File: src/rtl/cond_exec_ctrl.sv
// Conditional-execution issue controller: evaluates ARM condition codes, tracks in-flight flag writers.
// Optional build macro COND_FLAG_FWD_EN forwards ex_flags to the last pending writer's dependants.
module cond_exec_ctrl #(
  parameter int PEND_MAX = 2
) (
  input  logic       clk,
  input  logic       rst_n,
  input  logic       id_valid,
  input  logic [3:0] id_cond,
  input  logic       id_s,
  input  logic       ex_flag_valid,
  input  logic [3:0] ex_flags,
  input  logic       flush,
  output logic       id_stall,
  output logic       id_exec,
  output logic [3:0] sr,
  output logic [1:0] state
);

  // Handshake: an instruction held at issue with id_valid=1 is consumed in the first
  // cycle id_stall=0; id_exec then says whether it executed (condition passed).
  typedef enum logic [1:0] {
    IDLE  = 2'b00,
    BUSY  = 2'b01,
    STALL = 2'b10
  } state_t;

  localparam logic [1:0] PEND_TOP = 2'(PEND_MAX);
  localparam logic [3:0] COND_AL  = 4'b1110;

  state_t     state_q, state_d;
  logic [1:0] pend_q, pend_d;
  logic [3:0] sr_q;
  logic [3:0] flags_used;
  logic       fwd;
  logic       stall_cond, stall_full;
  logic       inc, dec;

  function automatic logic cond_pass(input logic [3:0] cond, input logic [3:0] f);
    logic z, c, n, v;
    {z, c, n, v} = f;
    case (cond)
      4'b0000: return z;
      4'b0001: return ~z;
      4'b0010: return c;
      4'b0011: return ~c;
      4'b0100: return n;
      4'b0101: return ~n;
      4'b0110: return v;
      4'b0111: return ~v;
      4'b1000: return c & ~z;
      4'b1001: return ~c | z;
      4'b1010: return n == v;
      4'b1011: return n != v;
      4'b1100: return ~z & (n == v);
      4'b1101: return z | (n != v);
      4'b1110: return 1'b1;
      default: return 1'b0;
    endcase
  endfunction

`ifdef COND_FLAG_FWD_EN
  // The single outstanding writer is completing now: its flags are usable this cycle.
  assign fwd = (pend_q == 2'd1) & ex_flag_valid;
`else
  assign fwd = 1'b0;
`endif

  assign flags_used = fwd ? ex_flags : sr_q;

  assign stall_cond = id_valid & (id_cond != COND_AL) & (pend_q != 2'd0) & ~fwd;
  assign stall_full = id_valid & id_s & (pend_q == PEND_TOP) & ~ex_flag_valid;

  assign id_stall = ~flush & (stall_cond | stall_full);
  assign id_exec  = id_valid & ~id_stall & ~flush & cond_pass(id_cond, flags_used);

  assign inc = id_exec & id_s;
  assign dec = ex_flag_valid;

  always_comb begin
    pend_d  = pend_q;
    state_d = IDLE;
    if (flush) begin
      pend_d = 2'd0;
    end else if (inc && !dec) begin
      pend_d = pend_q + 2'd1;
    end else if (dec && !inc && pend_q != 2'd0) begin
      pend_d = pend_q - 2'd1;
    end
    if (flush) begin
      state_d = IDLE;
    end else if (id_stall) begin
      state_d = STALL;
    end else if (pend_d != 2'd0) begin
      state_d = BUSY;
    end else begin
      state_d = IDLE;
    end
  end

  always_ff @(posedge clk or negedge rst_n) begin
    if (!rst_n) begin
      pend_q  <= 2'd0;
      state_q <= IDLE;
      sr_q    <= 4'b0000;
    end else begin
      pend_q  <= pend_d;
      state_q <= state_d;
      if (ex_flag_valid) begin
        sr_q <= ex_flags;
      end
    end
  end

  assign sr    = sr_q;
  assign state = state_q;

endmodule

File: config.mk
export PLATFORM = sky130hd
export DESIGN_NAME = cond_exec_ctrl
export DESIGN_NICKNAME = d
export VERILOG_FILES = /design/src/rtl/cond_exec_ctrl.sv
export SDC_FILE = /design/constraint.sdc
export NUM_CORES = 1
export LEC_CHECK = 0
export ABC_AREA = 1
export BUFFER_PORTS_ARGS = -buffer_cell sky130_fd_sc_hd__buf_4
export CAP_MARGIN = 25
export CORE_MARGIN = 4
export CORE_UTILIZATION = 30
export DETAILED_ROUTE_END_ITERATION = 10
export PLACE_DENSITY = 0.61
export SETUP_SLACK_MARGIN = 0.5
export SYNTH_ARGS = -nofsm -noshare
export SYNTH_HDL_FRONTEND = slang
export SYNTH_SLANG_ARGS = --single-unit
File: constraint.sdc
create_clock -name clk -period 2 [get_ports clk]
set_input_delay 0.6 -clock clk [delete_from_list [all_inputs] [get_ports clk]]
set_output_delay 0.6 -clock clk [all_outputs]
set_load 0.02 [all_outputs]
Word-level counts from Yosys, hierarchy flattened
Index checks and enable logic that the tools add are counted.
{"block": "op_classes", "add_sub_neg": 2, "multipliers": 0, "n_div": 0, "n_lt_le_gt_ge": 0, "eq_ne": 18, "shift": 0, "muxes": 7, "bitwise": 22, "reduce_logical": 8}
{"op": "4-bit == test (second input constant)", "n": 7}
{"op": "4-bit by 3-bit == test with 1-bit output (second input constant)", "n": 4}
{"op": "1-bit one-hot mux with 15 select lines", "n": 1}
{"op": "1-bit bitwise AND", "n": 12}
{"op": "2-bit two-way mux", "n": 5}
{"op": "4-bit by 2-bit == test with 1-bit output (second input constant)", "n": 2}
{"op": "1-bit inverter", "n": 7}
{"op": "4-bit by 1-bit == test with 1-bit output (second input constant)", "n": 1}
{"op": "4-bit logical NOT", "n": 1}
{"op": "4-bit inequality test (second input constant)", "n": 1}
{"op": "2-bit nonzero test", "n": 2}
{"op": "1-bit logical AND", "n": 3}
{"op": "1-bit OR", "n": 3}
{"op": "2-bit by 1-bit adder with 2-bit output (second input constant)", "n": 1}
{"op": "2-bit == test (second input constant)", "n": 1}
{"op": "1-bit logical NOT", "n": 2}
{"op": "2-bit by 1-bit subtractor with 2-bit output (second input constant)", "n": 1}
{"op": "1-bit == test", "n": 1}
{"op": "1-bit two-way mux", "n": 1}
{"op": "1-bit inequality test", "n": 1}
{"block": "word_totals", "reg_bits": 8, "latchBits": 0, "ramBits": 0, "romBits": 0, "input_bits": 14, "out_inout_bits": 8, "elab_cells": 60, "n_memories": 0}

Depth between registers and ports, before layout
{"block": "depth", "ltp_word": 20, "depth_mapped": 14, "depth_no_buf": 14}

Worst setup path after synthesis
OpenSTA, ideal clock, no wires.
{"block": "synth_path", "path_type": "input port to output port", "from": "input id_cond[0]", "to": "output id_exec", "arrival_time_ps": 1341, "required_ps": 1400, "slack_ps": 59, "path_stages": 10, "path_buffers": 1, "cell_sequence": "buf_4 inv_1 nand3_1 nand3_1 nand2_1 nand2_1 inv_1 nand3_2 nand2_1 inv_1"}
{"block": "synth_between", "elab_chain_cells": 9, "word_cells_on_any_way": 25, "classes_between": "eq/ne (15); mux (1); bitwise (8); reduce/logical (1)"}
{"element": "start: declaration", "line_no": "9", "source": "input logic [3:0] id_cond,"}
{"element": "4-bit inequality test", "line_no": "71", "source": "assign stall_cond = id_valid & (id_cond != COND_AL) & (pend_q != 2'd0) & ~fwd;"}
{"element": "1-bit bitwise AND (2 in series)", "line_no": "71"}
{"element": "1-bit OR", "line_no": "74", "source": "assign id_stall = ~flush & (stall_cond | stall_full);"}
{"element": "1-bit bitwise AND", "line_no": "74"}
{"element": "1-bit inverter", "line_no": "75", "source": "assign id_exec = id_valid & ~id_stall & ~flush & cond_pass(id_cond, flags_used);"}
{"element": "1-bit bitwise AND (2 in series)", "line_no": "75"}
{"element": "1-bit bitwise AND (*)", "line_no": "75"}
{"element": "end: declaration", "line_no": "15", "source": "output logic id_exec,"}
Mark *: on every way between the ends. The rest lies on a longest branch, timed or not.

Worst setup path after layout
{"block": "layout_path", "from": "input id_cond[2]", "to": "output id_exec"}
The elaborated chain is that of the path after synthesis.

==> flow_summary.yaml <==
status:
  status: "complete, but fails checks"
  violations: "setup timing"
synthesis:
  synthCells: 104
  synth_cell_type_count: 16
  ys_seq_elements: 8
  synth_fp_nets: 120
  synth-async-reset-ratio: 1.000
  synth_flop_cell: "dfrtp_1"
  synthXorXnorAreaFrac: 0
  yosysSeqAreaShare: 0.3150
  synth_edf_count: 0
  synth_top_family_by_area: "simple AND/OR/NAND/NOR gates"
  muxShareOfSynthArea: 0
  synth-adder-area-share: 0.03937
  synth-compound-area-share: 0.06693
  synthSimpleGateAreaFrac: 0.4350
  ys_warn_count: 0
  syn_avg_cell_area_um2: 6.112
  syn_area_um2: 635.6
worst_setup_path:
  cp_common_cell: "nand2_1"
  critPathRequiredTime_ps: 1400
  critPathKind: "in -> out"
  cp_slowest_stage_delay_ps: 120
  start_kind: "input pin"
  cp_max_fo: 4
  r2r-start: "sr[0]"
  cpMaxStageDelayCell: "nor2_2"
  arrival_ps: 1460
  r2r_cells: 17
  end_kind: "output port"
  crit_chain: "buf_4 > inv_1 > nor2_2 > nand2_1 > nand2_1 > nand2_1 > nand2_1 > inv_1 > nand3_2 > nand2_1 > inv_2 > buf_6"
  crit_start: "id_cond[2]"
clocking:
  clock_latency_ps: 250
  cts_buffers: 3
  clk_pin_slew_ps: 50
  cts_tree: "done"
  cts_sinks: 8
  clock_path_buffers: 2
  hold_buffers: 0
  root_buffer: "clkbuf_4"
  htreeDepth: 1
power:
  max-vdd-ir-drop_v: 0.0003814
  powerDensity_nw_per_um2: 600.1
  p_leak_nw: 0.5779
drt:
  vias: 745
  firstDrtPassIters: 4
  drc: 0
  antenna_left: 0
  drt_iter0_drc: 8
  wl_mm: 1.595
  wl_per_cell_um: 9.494
  vias_per_cell: 4.435
layout:
  finish.utilization: 0.5177
  nNetsFinal: 159
  layout_common_cells: "buf_4, nand2_1, nand3_1"
  seq_area_um2: 200.2
  n_antenna_cell: 0
  final_common_cell: "buf_4"
  multi_input_area_um2: 391.6
  drive_above_1_share: 0.4752
  finalInstanceArea_um2: 1026
  nFillCells: 192
  syn2layout_area_growth_pct: 61.42
floorplanning:
  pin_count: 22
  rows: 16
  start_util: 0.3207
  die_w_um: 54.03
  die_height_um: 54.03
  dieArea_um2: 2919
  core-area_um2: 1982
placement:
  numPortBuffers: 21
  placed_cell_area_um2: 872.1
  hpwl_mm: 1.275
  gp_congestion: 0.8463
timing:
  rsz0062_at_grt: "true"
  clock_skew_ps: 3.112
  fin_ws_ps: -59.72
  hold_viol_final: 0
  finalSetupViolCount: 1
  fin_crit_ps: 2060
  fmax_ghz: 0.4855
  slew_viol_final: 0
  worst_pin_slew_ps: 180.9
  final.period_utilization: 1.030
  finalSetupTns_ps: -59.72
  slew_headroom: 0.8790
job:
  cap_viol_max_count: 0
global_routing:
  grt_pass1_vias: 671
  grt_max_degree: 10
  antenna_found_initial: 0
  grt_usage: 0.1286
  grt_first_pass_wirelength_mm: 2.732
  overflow: 0
hold_path:
  min_path_type: "in -> async"
## sequential cells by signal, summed over array words and instances, names as in the netlist
name,cells
pend_q,2
sr,4
state,2
## timing repair
action                                  4_1_cts  5_1_grt
pin swaps                                     6       10
gates resized for setup                      15        9
setup buffers                                 8        1
endpoints found under the setup margin        5        7
## path summary, 6_finish.rpt
check / endpoint / slack, ps
max reg2reg: state[0] / 10
max: id_exec / -60
min: sr[3] / 150
max in group asynchronous: sr[2] / 1720
min in group clk: sr[2] / 560
min reg2reg: state[0] / 590
## metrics by stage
stage                     hold slack (ps)   power, W  setup slack, ps  std cells
after global placement              418.8  0.0004316           -115.6        156
after CTS                           141.3  0.0006035           -40.77        167
after detailed placement            420.1  0.0004344           -122.1        156
after global routing                151.4  0.0006671           -187.1        168
after floorplan                     304.4  0.0003416            139.0        104
final                               152.3  0.0006157           -59.72        168
## routing by layer
layer / global-route usage / share of wire
met2: 0.2117 / 0.50
met3: 0.008310 / 0.023
met1: 0.1594 / 0.45
met4: 0.08714 / 0.025
met5: 0 / 0
## final cells by class
cell class / instances / share of cell area
Tap cell: 27 / 0.03293
Multi-Input combinational cell: 73 / 0.3817
Sequential cell: 8 / 0.1951
Timing Repair Buffer: 36 / 0.2890
Clock buffer: 3 / 0.02195
Inverter: 21 / 0.07927
## where the power goes
group	switching, W	internal, W
clock network	0.0000492	0.0000683
registers	0.0000162	0.000184
logic	0.000149	0.000149
## cells by family after synthesis
| kind of cell | after synthesis |
|---|---|
| compound gates | 7 |
| fa+ha+maj | 2 |
| buf+inv | 23 |
| flops | 8 |
| simple gates | 64 |
## synthesized netlist by cell type, types with 2 or more instances
library cell  number  area share
nor2_1             9       0.053
nand4_1            2       0.020
nand3_1           18        0.14
nand2_1           33        0.19
dfrtp_1            8        0.31
a21oi_2            2       0.028
ha_1               2       0.039
o21ai_0            4       0.031
inv_1             19        0.11
## critical path: cells and delay by family
family / cells / cell delay [ps]
and+or+nand+nor: 7 / 500
buffers and inverters: 5 / 360
(Power assumes the default switching activity.)
